[src/rtl/ul_rx_controller_pkg.sv]
// Shared frame geometry, link constants and state encoding for the uplink receive path.
package ul_rx_controller_pkg;

  localparam int SERIAL_DATA_WIDTH   = 8;
  localparam int SERIAL_DATA_DEPTH   = 8;
  localparam int ENC0_PAR_DATA_WIDTH = 8;
  localparam int ENC0_PAR_DATA_DEPTH = 7;
  localparam int ENC1_PAR_DATA_WIDTH = 6;
  localparam int ENC1_PAR_DATA_DEPTH = 4;
  localparam int DL_PREAMBLE_COUNT   = 8;
  localparam int UL_SYNC_STAGES      = 2;

  localparam int COL_W = $clog2(SERIAL_DATA_WIDTH);
  localparam int ROW_W = $clog2(SERIAL_DATA_DEPTH);
  localparam int PRE_W = $clog2(DL_PREAMBLE_COUNT);

  typedef enum logic [1:0] {
    S_IDLE     = 2'd0,
    S_PREAMBLE = 2'd1,
    S_PAYLOAD  = 2'd2,
    S_DONE     = 2'd3
  } ul_state_t;

  function automatic logic [COL_W-1:0] last_col(input logic enc);
    return enc ? COL_W'(ENC1_PAR_DATA_WIDTH - 1) : COL_W'(ENC0_PAR_DATA_WIDTH - 1);
  endfunction

  function automatic logic [ROW_W-1:0] last_row(input logic enc);
    return enc ? ROW_W'(ENC1_PAR_DATA_DEPTH - 1) : ROW_W'(ENC0_PAR_DATA_DEPTH - 1);
  endfunction

endpackage

[src/rtl/ul_rx_controller_bit_sampler.sv]
// Bit-phase counter: phase runs 0..div, strobe fires mid-bit at phase == div>>1.
// On start the current cycle is treated as phase 0 so the first bit can be sampled immediately.
module ul_bit_sampler #(
  parameter int DIV_WIDTH = 8
) (
  input  logic                 clk,
  input  logic                 rst_n,
  input  logic                 start,
  input  logic                 run,
  input  logic [DIV_WIDTH-1:0] div,
  output logic                 strobe
);

  logic [DIV_WIDTH-1:0] phase_q;
  logic [DIV_WIDTH-1:0] phase_cur;

  assign phase_cur = start ? '0 : phase_q;
  assign strobe    = (start | run) && (phase_cur == (div >> 1));

  always_ff @(posedge clk or negedge rst_n) begin
    if (!rst_n) begin
      phase_q <= '0;
    end else if (start | run) begin
      phase_q <= (phase_cur == div) ? '0 : phase_cur + DIV_WIDTH'(1);
    end else begin
      phase_q <= '0;
    end
  end

endmodule

[src/rtl/ul_rx_controller.sv]
// Uplink receive controller: preamble check, bit recovery and row/column frame reassembly.
// Build option UL_RX_SYNC_EN inserts a 2-flop synchronizer on ul_in and ul_en.
module ul_rx_controller
  import ul_rx_controller_pkg::*;
#(
  parameter int SERIAL_DIV_WIDTH = 8
) (
  input  logic                                              clk,
  input  logic                                              rst_n,
  input  logic                                              ul_in,
  input  logic                                              ul_en,
  input  logic                                              enc_used,
  input  logic [SERIAL_DIV_WIDTH-1:0]                       ser_clk_div,
  output logic [SERIAL_DATA_DEPTH-1:0][SERIAL_DATA_WIDTH-1:0] rx_data,
  output logic                                              rx_valid,
  output logic                                              rx_enc_used,
  output logic                                              rx_busy,
  output logic                                              preamble_err,
  output logic                                              frame_err
);

  localparam logic [PRE_W-1:0] PRE_LAST = PRE_W'(DL_PREAMBLE_COUNT - 1);

  logic ul_in_s, ul_en_s, ul_en_d, rise;

`ifdef UL_RX_SYNC_EN
  logic [UL_SYNC_STAGES-1:0] in_sync_p0, en_sync_p0;
  always_ff @(posedge clk or negedge rst_n) begin
    if (!rst_n) begin
      in_sync_p0 <= '0;
      en_sync_p0 <= '0;
    end else begin
      in_sync_p0 <= {in_sync_p0[UL_SYNC_STAGES-2:0], ul_in};
      en_sync_p0 <= {en_sync_p0[UL_SYNC_STAGES-2:0], ul_en};
    end
  end
  assign ul_in_s = in_sync_p0[UL_SYNC_STAGES-1];
  assign ul_en_s = en_sync_p0[UL_SYNC_STAGES-1];
`else
  assign ul_in_s = ul_in;
  assign ul_en_s = ul_en;
`endif

  ul_state_t                   state_q, state_d;
  logic                        enc_q;
  logic [SERIAL_DIV_WIDTH-1:0] div_q, div_cur;
  logic [PRE_W-1:0]            pre_idx_q, pre_idx_cur;
  logic [ROW_W-1:0]            row_q;
  logic [COL_W-1:0]            col_q;
  logic                        start, abort, pre_fail, last_bit, pre_active, run, strobe;

  assign rise     = ul_en_s & ~ul_en_d;
  assign run      = (state_q == S_PREAMBLE) || (state_q == S_PAYLOAD);
  assign div_cur  = start ? ser_clk_div : div_q;
  assign rx_valid = (state_q == S_DONE);

  ul_bit_sampler #(.DIV_WIDTH(SERIAL_DIV_WIDTH)) u_sampler (
    .clk    (clk),
    .rst_n  (rst_n),
    .start  (start),
    .run    (run),
    .div    (div_cur),
    .strobe (strobe)
  );

  always_comb begin
    state_d     = state_q;
    start       = 1'b0;
    abort       = 1'b0;
    pre_fail    = 1'b0;
    last_bit    = 1'b0;
    pre_active  = 1'b0;
    pre_idx_cur = pre_idx_q;
    unique case (state_q)
      S_IDLE: begin
        if (rise) begin
          start       = 1'b1;
          pre_active  = 1'b1;
          pre_idx_cur = '0;
          state_d     = S_PREAMBLE;
        end
      end
      S_PREAMBLE: begin
        pre_active = 1'b1;
        if (!ul_en_s) abort = 1'b1;
      end
      S_PAYLOAD: begin
        if (!ul_en_s) begin
          abort = 1'b1;
        end else if (strobe && (col_q == '0) && (row_q == last_row(enc_q))) begin
          last_bit = 1'b1;
          state_d  = S_DONE;
        end
      end
      default: state_d = S_IDLE;
    endcase
    // A dropped link outranks every sample decision in the same cycle.
    if (abort) begin
      state_d = S_IDLE;
    end else if (pre_active && strobe) begin
      if (ul_in_s != ~pre_idx_cur[0]) begin
        pre_fail = 1'b1;
        state_d  = S_IDLE;
      end else if (pre_idx_cur == PRE_LAST) begin
        state_d = S_PAYLOAD;
      end
    end
  end

  always_ff @(posedge clk or negedge rst_n) begin
    if (!rst_n) begin
      state_q <= S_IDLE;
      ul_en_d <= 1'b0;
    end else begin
      state_q <= state_d;
      ul_en_d <= ul_en_s;
    end
  end

  always_ff @(posedge clk or negedge rst_n) begin
    if (!rst_n) begin
      enc_q        <= 1'b0;
      div_q        <= '0;
      pre_idx_q    <= '0;
      row_q        <= '0;
      col_q        <= '0;
      rx_data      <= '0;
      rx_enc_used  <= 1'b0;
      rx_busy      <= 1'b0;
      preamble_err <= 1'b0;
      frame_err    <= 1'b0;
    end else begin
      preamble_err <= pre_fail;
      frame_err    <= abort;
      rx_busy      <= (state_d == S_PREAMBLE) || (state_d == S_PAYLOAD);
      if (start) begin
        enc_q     <= enc_used;
        div_q     <= ser_clk_div;
        pre_idx_q <= '0;
        row_q     <= '0;
        col_q     <= last_col(enc_used);
        rx_data   <= '0;
      end
      if (pre_active && strobe && !abort) pre_idx_q <= pre_idx_cur + PRE_W'(1);
      if ((state_q == S_PAYLOAD) && strobe && !abort) begin
        rx_data[row_q][col_q] <= ul_in_s;
        if (col_q == '0) begin
          col_q <= last_col(enc_q);
          row_q <= row_q + ROW_W'(1);
        end else begin
          col_q <= col_q - COL_W'(1);
        end
      end
      if (last_bit) rx_enc_used <= enc_q;
    end
  end

endmodule

[config.mk]
export PLATFORM = sky130hd
export DESIGN_NAME = ul_rx_controller
export DESIGN_NICKNAME = d
export VERILOG_FILES = /design/src/rtl/ul_rx_controller_pkg.sv /design/src/rtl/ul_rx_controller_bit_sampler.sv /design/src/rtl/ul_rx_controller.sv
export SDC_FILE = /design/constraint.sdc
export NUM_CORES = 1
export LEC_CHECK = 0
export BUFFER_PORTS_ARGS = -buffer_cell sky130_fd_sc_hd__buf_2
export CORE_MARGIN = 8
export CORE_UTILIZATION = 51
export CTS_CLUSTER_DIAMETER = 200
export DETAILED_ROUTE_END_ITERATION = 8
export PLACE_DENSITY = 0.81
export SETUP_SLACK_MARGIN = 0.4
export SYNTH_ARGS = -nofsm -noshare
export SYNTH_HDL_FRONTEND = slang
export SYNTH_SLANG_ARGS = --single-unit
[constraint.sdc]
create_clock -name clk -period 2.3 [get_ports clk]
set_input_delay 0.23 -clock clk [delete_from_list [all_inputs] [get_ports clk]]
set_output_delay 0.23 -clock clk [all_outputs]
set_load 0.02 [all_outputs]
* Word level (Yosys, flattened, before mapping)
Index checks and enable logic that the tools add are counted.
Word-level totals: register bits 97, memories kept 0, latch bits 0, word-level logic and storage cells 102, output and inout bits 69, bits of input ports 13, memory bits (read-only) 0, RAM bits 0
Cells by class: magnitude comparators 4, bitwise logic cells 4, mux-type cells 43, $mul 0, divide/modulo/power cells 0, reduce and logical (&&, ||, !) cells 17, shift operators 0, add/subtract/negate cells 4, equality and inequality tests 10
Operator list (count):
- 2-to-1 mux 64 bit | 2
- bitwise mux 64 bit | 1
- 2-to-1 mux 8 bit | 5
- 2-to-1 mux 3 bit | 11
- demux 8 bit (select 3 bit) | 1
- 2-to-1 mux 2 bit | 9
- 2-to-1 mux 1 bit | 11
- logical AND 1 bit | 9
- adder 8 x 1 -> 8 bit (second input constant) | 1
- equality test 8 x 7 -> 1 bit | 1
- equality test 8 bit | 1
- less-than comparator 3 x 4 -> 1 bit (second input constant) | 2
- adder 3 x 1 -> 3 bit (second input constant) | 2
- equality test 2 bit (second input constant) | 3
- >= comparator 3 x 1 -> 1 bit (second input constant) | 2
- case mux 2 bit (3 select lines) | 1
- equality test 2 x 1 -> 1 bit (second input constant) | 2
- nonzero test 2 bit | 2
- demux 1 bit (select 3 bit) | 1
- equality test 3 bit | 1
- equality test 3 bit (second input constant) | 1
- logical NOT 3 bit | 1
- subtractor 3 x 1 -> 3 bit (second input constant) | 1
- logical NOT 2 bit | 1
- other kinds (8) | 10

* Logic depth before layout (Yosys ltp)
Gate-level depths: netlist of run 1.
depth in word-level cells 18, gate-level depth with buffers 10, mapped depth without buffers 9

* Cells and area by module
From an unflattened synthesis of run 1, not the netlist that was laid out.
Unflattened totals: cell total of the unflattened synthesis 479, area total of the unflattened synthesis 5127.4 um^2
Modules (own cells, without submodules):
- ul_rx_controller | instances 1, cells an instance 394, area an instance 4388.0 um^2
- ul_bit_sampler | instances 1, cells an instance 85, area an instance 739.5 um^2

* Worst setup path after synthesis of run 1
No wires, ideal clock.
kind reg-to-reg, start point reg state_q[0], end point reg rx_data[55] (netlist bit), stages on the path, launching flop included 10, clock period less this slack 2.308 ns, required time 2.164 ns, library setup time 0.136 ns, arrival time 2.173 ns, setup slack -0.008 ns, cell sequence dfrtp_1 > inv_1 > ha_1 > nor2b_1 > clkbuf_1 > nor2b_1 > nand4_2 > buf_6 > o311ai_1 > o41ai_1
RTL lines:
- start: declaration | line ul_rx_controller.sv:44 | ul_state_t state_q, state_d;
- start signal: assignment | line ul_rx_controller.sv:115 | state_q <= state_d;
- equality test 2 x 1 -> 1 bit or equality test 2 bit (tied branches) | line ul_rx_controller.sv:74 | unique case (state_q)
- OR reduction 2 bit (no source line) (*)
- 2-to-1 mux 1 bit (*)
- named net abort | line ul_rx_controller.sv:50 | logic start, abort, pre_fail, last_bit, pre_active, run, strobe;
- logical NOT 1 bit (*) | line ul_rx_controller.sv:145 | if ((state_q == S_PAYLOAD) && strobe && !abort) begin
- logical AND 1 bit (*) | line ul_rx_controller.sv:145
- 2-to-1 mux 64 bit (*) | line ul_rx_controller.sv:145
- end signal: indexed assignment | line ul_rx_controller.sv:146 | rx_data[row_q][col_q] <= ul_in_s;
- end: declaration | line ul_rx_controller.sv:14 | output logic [SERIAL_DATA_DEPTH-1:0][SERIAL_DATA_WIDTH-1:0] rx_data,
The timed path passes the listed nets; every way through them passes the cells marked *. A chain may end at the register's enable or synchronous reset.

* Worst setup path in the final report of run 1
start point reg state_q[1], end point reg rx_data[41] (netlist bit)
On the way: word-level cells in the longest chain between the ends 8
Ends and longest elaborated chain:
- logical NOT 2 bit | line ul_rx_controller.sv:74
- 2-to-1 mux 1 bit | line ul_rx_controller.sv:74
- 2-to-1 mux 8 bit (on tied branches)
- equality test 8 x 7 -> 1 bit | line ul_rx_controller_bit_sampler.sv:18 | assign strobe = (start | run) && (phase_cur == (div >> 1));
- logical AND 1 bit | line ul_rx_controller_bit_sampler.sv:18
- logical AND 1 bit (2 in series) | line ul_rx_controller.sv:145
- 2-to-1 mux 64 bit (*) | line ul_rx_controller.sv:145
Mark *: on every way between the ends. The rest lies on a longest branch, timed or not.

==> impl_metrics.toml, run 1 <==
[cells_and_area]
drive_above_1_share_pct = 39.5
utilization_pct = 69.0
n_antenna_cell = 0
area_growth_pct = 31.7
mostFrequentLayoutCell = "dfrtp_1"
fillers = 679
final_cell_mix = "dfrtp_1, nand2_1, buf_2, mux2i_1, buf_4"
fin_nets = 614

[clocking]
cts_tree = "built"
htreeDepth = 3
clk_latency_ns = 0.39
clock_sinks = 97
clk_path_buf_depth = 2
cts-buffers-inserted = 9
path_clk_slew_ns = 0.10
root_buffer = "clkbuf_8"

[timing]
setup_ws_ns = -0.00828
fin_crit_ns = 2.31
setup_violations = 1
max_slew_margin_pct = 47.4
clock_skew_ns = 0.0159
hold_viol = 0
slew_violations = 0
worstMarginPinSlew_ns = 0.789
fin_crit_sh_pct = 100
rsz0062_at_grt = "yes"
max_freq_ghz = 0.433

[power]
netSwitchingPower_mw = 1.97
p_int_mw = 3.08
clock_power_share_pct = 21.4
p_comb_share_pct = 38.6
leakagePower_nw = 3.05
powerDensity_mw_per_mm2 = 751
sw_frac_of_total_pct = 39.0
total_power_mw = 5.04
p_seq_share_pct = 40.0
max-vdd-ir-drop_mv = 0.401

[logic_synthesis]
synth_seq_area_share_pct = 47.6
synth.net_count = 513
synthArstFlopShare_pct = 100
syn_avg_cell_area_um2 = 10.4
synthesis.area_mm2 = 0.00510
ys_ff_latch = 97
synthFlopType = "dfrtp_1"
ys_warn_count = 0
synth-edff-count = 0
synth_cells = 489
yosysUniqueCellTypes = 56

[worst_setup_path]
critPathSlowestCell = "o41ai_1"
crit_start = "state_q[1]"
startpoint_type = "register"
r2r-end = "rx_data[41]"
worst_ep_required_time_ns = 2.55
critPathArrivalTime_ns = 2.56
worstSetupPathType = "register to register"
crit_path_end = "rx_data[41]"
cp-end-kind = "register"
max_stage_delay_ns = 0.46
ff2ff_setup_slack_ns = -0.008
crit_family = "compound AO/OA/AOI/OAI gates"
r2r_start = "state_q[1]"
cp_max_fo = 13
path_cells = "inv_2 > ha_4 > nand3b_1 > buf_4 > o22ai_4 > buf_6 > nand3_4 > buf_12 > o41ai_1"
cp.depth = 9
worst-r2r-cell-count = 9
cp_num_buf_inv = 4

[die]
start_util_pct = 52.4
rows = 36
ios = 82
core_area_mm2 = 0.00973
die_h_um = 116
die-area_mm2 = 0.0135
die_w_um = 116

[detailed_routing]
vias_per_cell = 6.03
via_count = 4391
wirelength_um = 14900
route.detailed.wl_per_inst_um = 20.5
dr.pass1.iters = 5
drc = 0
antenna_left = 0
drtIter0Drc = 379

[grt]
grt_pass1_wl_um = 22800
grt_use_total_pct = 21.6
antenna_found_initial = 0
grt_max_degree = 65
grt_overflow = 0
grt_pass1_vias = 4412

[hold_path]
hp-class = "primary input to register"

[placed_design]
gp_congestion = 0.848
place_hpwl_um = 8340
port_buffers = 81

[status]
status = "finished with violations"
violations = "setup timing"

[flow_run]
drv_cap = 0
==> cell families after synthesis <==
group | share of synthesized area (%)
and+or+nand+nor | 20.9
DFF | 47.6
AOI/OAI and AO/OA | 9.13
buffers and inverters | 5.79
muxes | 10.1
xor gates and xnor gates | 3.78
adders and majority gates | 2.70
==> synthesized netlist by cell type (5+ instances only) <==
| library cell | instances | share of area, % |
|---|---|---|
| inv_1 | 9 | 0.66 |
| xor2_1 | 14 | 2.4 |
| clkbuf_1 | 21 | 1.5 |
| xnor2_1 | 8 | 1.4 |
| o311ai_1 | 15 | 2.6 |
| nor2_1 | 13 | 0.96 |
| dfrtp_1 | 97 | 48 |
| buf_6 | 9 | 2.0 |
| nor3_1 | 38 | 3.7 |
| buf_2 | 8 | 0.79 |
| nor4_2 | 13 | 3.2 |
| mux2i_1 | 47 | 9.2 |
| nand2b_1 | 5 | 0.61 |
| ha_1 | 11 | 2.7 |
| o21ai_0 | 5 | 0.49 |
| nor4_1 | 6 | 0.74 |
| o41ai_1 | 17 | 2.9 |
| nand2_1 | 83 | 6.1 |
| nand3_1 | 10 | 0.98 |
==> worst min-delay path by stage <==
stage,from,end,slack (ns),cells after the start
final,ul_en,ul_en_d,0.02,1
after global routing,ul_en,ul_en_d,0.03,1
after CTS,ul_en,ul_en_d,0.01,1
after detailed placement,rst_n,rx_data[56],0.30,1
after global placement,rst_n,rx_data[56],0.31,1
after floorplan,rst_n,col_q[0],-0.07,0
==> power by group through the flow <==
| stage | logic [mW] | clock network (mW) | registers (mW) |
|---|---|---|---|
| floorplan | 0.966 | 0 | 2.03 |
| global placement | 1.27 | 0 | 2.04 |
| detailed placement | 1.31 | 0 | 2.05 |
| CTS | 1.74 | 1.08 | 2.01 |
| global route | 2.07 | 1.15 | 2.03 |
| finish | 1.95 | 1.08 | 2.02 |
==> state kept, by name (all words and copies together), names as in the netlist <==
register	flops
preamble_err	1
u_sampler.phase_q	8
pre_idx_q	3
state_q	2
ul_en_d	1
row_q	3
rx_enc_used	1
rx_data	64
frame_err	1
rx_busy	1
enc_q	1
col_q	3
div_q	8
==> metrics by stage <==
step	hold WS, ns	instances	TNS [ns]	area [um2]	worst slack [ns]
after CTS	0.0144	724	0	6470	0.151
after global routing	0.0262	728	-1.01	6710	-0.0928
after global placement	0.307	679	0	5770	0.0938
after detailed placement	0.302	679	-0.0302	5770	-0.0268
final	0.0230	728	-0.00828	6710	-0.00828
after floorplan	-0.0656	489	0	5290	0.188
==> cell type report <==
cell class                      count  area [um2]  share of cell area, %
Clock buffer                       11         141                   2.11
Clock inverter                      5        36.3                  0.541
Inverter                           10        37.5                  0.559
Multi-Input combinational cell    339        2880                   42.9
Sequential cell                    97        2430                   36.2
Tap cell                          133         166                   2.48
Timing Repair Buffer              133        1030                   15.3
==> worst register-to-register path: cells and delay by family (launching register included) <==
family | cells | cell delay (ns)
compound gates | 2 | 0.68
fa+ha+maj | 1 | 0.14
buf+inv | 4 | 0.64
flops | 1 | 0.42
simple gates | 2 | 0.30
==> what timing repair did <==
item / CTS / global route
gates cloned: 4 / 1
resized for setup: 44 / 37
pin swaps: 20 / 16
buffers inserted: 24 / 3
hold buffers: 1 / 0
endpoints found under the setup margin: 86 / 95
hold endpoints to repair: 50 / 0
==> metal layers <==
metal	GRT usage [%]	routed length (um)	part of all wire, %
met2	35.0	7380	49
met1	26.4	6000	40
met5	0	0	0
met3	4.01	943	6.3
met4	12.8	622	4.2
Power figures use the tool's default switching activity.
==> run 2, diff against run 1 <==
--- a/config.mk
+++ b/config.mk
@@ -7,8 +7,9 @@
 export LEC_CHECK = 0
-export BUFFER_PORTS_ARGS = -buffer_cell sky130_fd_sc_hd__buf_2
+export ABC_AREA = 1
+export BUFFER_PORTS_ARGS = -buffer_cell sky130_fd_sc_hd__buf_4
 export CORE_MARGIN = 8
-export CORE_UTILIZATION = 51
+export CORE_UTILIZATION = 52
 export CTS_CLUSTER_DIAMETER = 200
 export DETAILED_ROUTE_END_ITERATION = 8
-export PLACE_DENSITY = 0.81
+export PLACE_DENSITY = 0.82
 export SETUP_SLACK_MARGIN = 0.4
==> constraint.sdc (replaced) <==
create_clock -name clk -period 2.3 [get_ports clk]
set_input_delay 0.345 -clock clk [delete_from_list [all_inputs] [get_ports clk]]
set_output_delay 0.345 -clock clk [all_outputs]
set_load 0.02 [all_outputs]
==> run 2 against run 1 <==
The flow still finishes with violations (setup timing). Flip-flop and latch count is the same. First-iteration DRC count grew 100%. Synthesized cell count grew 48%. Count of clock-buffer cells in the layout grew 2. Die area grew 3.4%. Design area grew 16%. Synthesized area grew 6.0%. Core utilization grew 7.2 points. Hold slack lost 0.0095 ns. Highest routed layer unchanged.
==> impl_metrics.toml, run 2 <==
[status]
status = "finished with violations"
violations = "setup timing"

[power]
sw_frac_of_total_pct = 37.2
powerDensity_mw_per_mm2 = 628
max-vdd-ir-drop_mv = 0.345
p_comb_share_pct = 37.7
leakagePower_nw = 3.65
p_int_mw = 3.07
netSwitchingPower_mw = 1.82
p_seq_share_pct = 39.7
clock_power_share_pct = 22.7

[timing]
setup_ws_ns = -0.177
setup_violations = 74
whs_ns = 0.0135
rsz0062_at_grt = "yes"
hold_viol = 0
clock_skew_ns = 0.0132
max_freq_ghz = 0.404
max_slew_margin_pct = 47.2
tns_ns = -4.81
worstMarginPinSlew_ns = 0.789
fin_crit_ns = 2.48
fin_crit_sh_pct = 108
slew_violations = 0

[detailed_routing]
drtIter0Drc = 759
via_count = 5978
dr.pass1.iters = 7
drc = 0
route.detailed.wl_per_inst_um = 18.9
antenna_left = 0
vias_per_cell = 5.96
wirelength_um = 19000

[placed_design]
gp_congestion = 0.930
dp.cells = 953
port_buffers = 81
place_hpwl_um = 10400

[clocking]
root_buffer = "clkbuf_8"
path_clk_slew_ns = 0.10
clk_path_buf_depth = 2
cts_tree = "built"
postCtsHoldBufs = 0
cts-buffers-inserted = 9
htreeDepth = 3
clk_latency_ns = 0.37
clock_sinks = 97

[worst_setup_path]
worstSetupPathType = "register to register"
max_stage_delay_ns = 0.40
worst_ep_required_time_ns = 2.52
cp_num_buf_inv = 4
startpoint_type = "register"
cp.depth = 15
critPathArrivalTime_ns = 2.70
worst-r2r-cell-count = 15
cp-end-kind = "register"
path_common_cell = "nand3_2"
ff2ff_setup_slack_ns = -0.18
cp_max_fo = 7
crit_family = "simple AND/OR/NAND/NOR gates"
critPathSlowestCell = "dfrtp_1"
path_cells = "inv_2 > ha_4 > nand3_4 > buf_16 > o21ai_2 > nand2_1 > inv_1 > nand2_2 > nor2_4 > nand4_4 > nor2_8 > buf_8 > nand3_2 > nand3_2 > o21ai_1"

[logic_synthesis]
synth_fa_ha_area_share_pct = 2.55
yosysUniqueCellTypes = 30
yosysMostFrequentCell = "nand2_1"
synth_cells = 726
synth_seq_area_share_pct = 44.9
synth_compound_area_share_pct = 12.8
synthTopCellsByCount = "nand2_1, nand3_1, o21ai_0"
synth.area.mux_share_pct = 0
syn_avg_cell_area_um2 = 7.45
ys_warn_count = 0
synth_xor_area_share_pct = 1.62
yosys.area.top_type = "dfrtp_1"
synthFlopType = "dfrtp_1"
synthArstFlopShare_pct = 100
synth_top_family_by_area = "simple AND/OR/NAND/NOR gates"
synth_simple_gate_area_share_pct = 30.7
synthesis.area_mm2 = 0.00541
netlist.area_leader.share_pct = 44.9
ys_ff_latch = 97
synth_area_leaders = "dfrtp_1, nand2_1, nand3_1"
synth-edff-count = 0
synth.net_count = 750

[die]
start_util_pct = 52.8
rows = 37
ios = 82
core_area_mm2 = 0.0102
die_w_um = 118
die_h_um = 118
die-area_mm2 = 0.0139

[cells_and_area]
mostFrequentLayoutCell = "nand2_1"
drive_above_1_share_pct = 37.3
stdcell_count = 1003
final_cell_mix = "nand2_1, buf_4, dfrtp_1, nand3_1, o21ai_0"
fillers = 652
final-seq-area_mm2 = 0.00243
reg_top3 = "rx_data x64, div_q x8, u_sampler.phase_q x8"
largest_register_ffs = 64
area_growth_pct = 44.2
n_antenna_cell = 0
multi_input_area_mm2 = 0.00319
top_register = "rx_data"
fin_nets = 887

[grt]
grt_pass1_wl_um = 27200
grt_overflow = 0
grt_pass1_vias = 5542
antenna_found_initial = 0
grt_use_total_pct = 23.4
grt_max_degree = 123

[hold_path]
hp-class = "primary input to async pin"

[flow_run]
drv_cap = 0
[run 2: cell count changes after synthesis, sizes merged, moves of 17 or more]
cell	before	now
nor4	19	0
mux2i	47	0
inv	10	55
nor2	13	45
o41ai	17	0
nand3	12	106
nand2	85	207
o21ai	5	124
nor3	39	8
o311ai	17	0
[run 2: layout make-up]
class	count	area share, %
multi-input combinational	537	40.9
clock inverter	2	0.161
tap	136	2.18
timing repair buffer	162	20.6
clock buffer	13	2.17
sequential	97	31.1
inverter	56	2.83
[run 2: final timing paths]
kind	endpoint	from
min in group clk	ul_en_d	ul_en
setup reg to reg	rx_data[38]	state_q[1]
max in group asynchronous	rx_data[58]	rst_n
hold / removal	u_sampler.phase_q[0]	rst_n
setup / recovery	rx_data[38]	state_q[1]
hold reg to reg	rx_enc_used	rx_enc_used
[run 2: power groups by stage]
stage | logic, mW | clock network, mW | registers [mW]
2_1_floorplan | 0.884 | 0 | 1.95
3_5_place_dp | 1.32 | 0 | 1.96
5_1_grt | 1.98 | 1.18 | 1.96
4_1_cts | 1.53 | 1.09 | 1.93
6_report | 1.84 | 1.11 | 1.94
3_3_place_gp | 1.28 | 0 | 1.95
[run 2: through the flow]
step / setup slack, ns / instance area [um2] / total power, mW / utilization [%]
after CTS: 0.0170 / 7020 / 4.54 / 68.6
after global routing: -0.273 / 7790 / 5.11 / 76.2
after global placement: 0.121 / 6530 / 3.23 / 63.8
after detailed placement: 0.0409 / 6530 / 3.28 / 63.8
after floorplan: 0.224 / 5570 / 2.84 / -
final: -0.177 / 7790 / 4.89 / 76.2
[run 2: repair_timing]
action                                  4_1_cts  5_1_grt
gates resized for setup                      38      172
endpoints found under the hold margin         0        0
buffers inserted                             14        9
endpoints found under the setup margin       86       86
pin swaps                                     9       28
gates cloned                                  3        9
[run 2: logic make-up (layout without fill, tap and decap cells)]
kind of cell	count (synthesis)	in the layout
AO/OA/AOI/OAI	135	135
XOR/XNOR	10	10
adder cells (fa/ha/maj)	11	11
buffers and inverters	92	233
flip-flops	97	97
AND/OR/NAND/NOR	381	381
[run 2: layer usage]
layer  track usage, %  wire (um)  up-vias
li1                 -          -     2673
met3             4.70       1400       86
met4             11.6        797        0
met5                0          0        -
met1             29.4       7170     2875
met2             37.8       9600      344
==> run 3, diff against run 2 <==
CORE_UTILIZATION = 57   (was 52)
PLACE_DENSITY = 0.85   (was 0.82)
clock period = 2.7 ns   (was 2.3 ns; I/O delays follow)
==> run 3 against run 2 <==
The flow now finishes without violations. Sequential power shrank 14%. First-iteration DRC count grew 5.0%. Sequential share of layout area grew 2.5 points. Global-route usage grew 1.7 points. Fmax grew 0.91%. Via count grew 0.20%. Die area shrank 7.6%. Core utilization grew 1.8 points. Flip-flop and latch count is the same. Worst setup slack gained 0.42 ns. Critical path type unchanged. Critical endpoint is now rx_data[17].
==> impl_metrics.toml, run 3 (same netlist as run 2, synthesis figures left out) <==
[die]
die_w_um = 113
start_util_pct = 58.5
ios = 82
die_h_um = 113
rows = 35
core_area_mm2 = 0.00924
die-area_mm2 = 0.0129

[timing]
tns_ns = 0
worstMarginPinSlew_ns = 1.29
max_slew_margin_pct = 13.5
rsz0062_at_grt = "yes"
setup_violations = 0
slew_violations = 0
max_freq_ghz = 0.407
fin_crit_ns = 2.45
fin_crit_sh_pct = 90.9
setup_ws_ns = 0.246
hold_viol = 0
clock_skew_ns = 0.0126

[cells_and_area]
mostFrequentLayoutCell = "nand2_1"
utilization_pct = 78.0
final_cell_mix = "nand2_1, buf_4, dfrtp_1, nand3_1, o21ai_0"
reg_top3 = "rx_data x64, div_q x8, u_sampler.phase_q x8"
multi_input_area_mm2 = 0.00284
fin_nets = 872
area_growth_pct = 33.3
n_antenna_cell = 0
drive_above_1_share_pct = 26.3
top_register = "rx_data"
fillers = 566
largest_register_ffs = 64
final-seq-area_mm2 = 0.00243

[placed_design]
port_buffers = 81
pre_cts_slack_ns = 0.139
place_hpwl_um = 10500
gp_congestion = 0.908

[detailed_routing]
route.detailed.wl_per_inst_um = 18.7
vias_per_cell = 6.10
drc = 0
wirelength_um = 18300
drtIter0Drc = 797
dr.pass1.iters = 8
antenna_left = 0
via_count = 5990

[clocking]
cts_tree = "built"
clk_latency_ns = 0.38
root_buffer = "clkbuf_8"
htreeDepth = 3
clk_path_buf_depth = 2
clock_sinks = 97
path_clk_slew_ns = 0.10
cts-buffers-inserted = 9

[grt]
grt_overflow = 0
grt_use_total_pct = 25.1
grt_max_degree = 58
grt_pass1_vias = 5572
grt_pass1_wl_um = 26400
antenna_found_initial = 0

[worst_setup_path]
ff2ff_setup_slack_ns = 0.25
worst_ep_required_time_ns = 2.98
max_stage_delay_ns = 0.42
crit_path_end = "rx_data[17]"
crit_start = "state_q[0]"
worst-r2r-cell-count = 15
critPathSlowestCell = "dfrtp_1"
startpoint_type = "register"
cp-end-kind = "register"
r2r_start = "state_q[0]"
worstSetupPathType = "register to register"
path_cells = "inv_2 > ha_4 > nand2_4 > nor2_4 > nand2_2 > nand3_1 > nand2_2 > nor2_4 > nand4_4 > nor2_8 > buf_12 > buf_12 > nand3_2 > nand3_2 > o21ai_1"
cp_max_fo = 7
r2r-end = "rx_data[17]"
critPathArrivalTime_ns = 2.73

[flow_run]
drv_cap = 0

[power]
total_power_mw = 3.89
max-vdd-ir-drop_mv = 0.295
powerDensity_mw_per_mm2 = 540
leakagePower_nw = 3.33

[hold_path]
hp-class = "primary input to register"

[status]
status = "completed"
## run 3: per-layer routing
layer | share of wire, % | GRT usage [%]
met3 | 10 | 6.18
met2 | 48 | 40.7
met4 | 3.9 | 9.77
met1 | 38 | 31.6
met5 | 0 | 0
## run 3: final cells by class
cell class              instances  share of cell area (%)
well taps                     129                    2.24
clock buffers                  10                    1.77
flip-flops and latches         97                    33.7
repair buffers                146                    19.2
multi-input cells             538                    39.5
inverters                      56                    2.92
clock inverters                 6                   0.712
## run 3: critical path: cells and delay by family (launching register included)
| family | cells | cell delay (ns) |
|---|---|---|
| flip-flops | 1 | 0.42 |
| AO/OA/AOI/OAI | 1 | 0.06 |
| buffers and inverters | 3 | 0.38 |
| adder cells (fa/ha/maj) | 1 | 0.18 |
| AND/OR/NAND/NOR | 10 | 1.30 |
## run 3: worst min path at each step
| stage | start | end | cells after the start |
|---|---|---|---|
| 2_1_floorplan | rst_n | col_q[0] | 0 |
| 3_3_place_gp | rst_n | div_q[6] | 1 |
| 3_5_place_dp | rst_n | div_q[6] | 1 |
| 4_1_cts | ul_en | ul_en_d | 1 |
| 5_1_grt | ul_en | ul_en_d | 1 |
| 6_report | ul_en | ul_en_d | 1 |
## run 3: metrics by stage
stage | hold slack [ns] | area, um2 | std cells
2_1_floorplan | 0.109 | 5410 | 726
3_3_place_gp | 0.405 | 6250 | 928
3_5_place_dp | 0.408 | 6250 | 928
4_1_cts | 0.217 | 6800 | 967
5_1_grt | 0.227 | 7210 | 982
6_report | 0.232 | 7210 | 982
## run 3: power by group
part | leakage (nW) | total, mW | switching [mW] | internal (mW)
logic | 1.94 | 1.32 | 0.846 | 0.470
registers | 1.31 | 1.66 | 0.0899 | 1.57
clock network | 0.0879 | 0.918 | 0.569 | 0.349
## run 3: timing repair
| action | CTS | global route |
|---|---|---|
| gates resized for setup | 30 | 69 |
| endpoints found under the hold margin | 6 | 0 |
| gates cloned | 5 | 6 |
| hold buffers | 1 | 0 |
| buffers inserted | 17 | 9 |
| pin swaps | 7 | 22 |
| setup endpoints to repair | 76 | 80 |
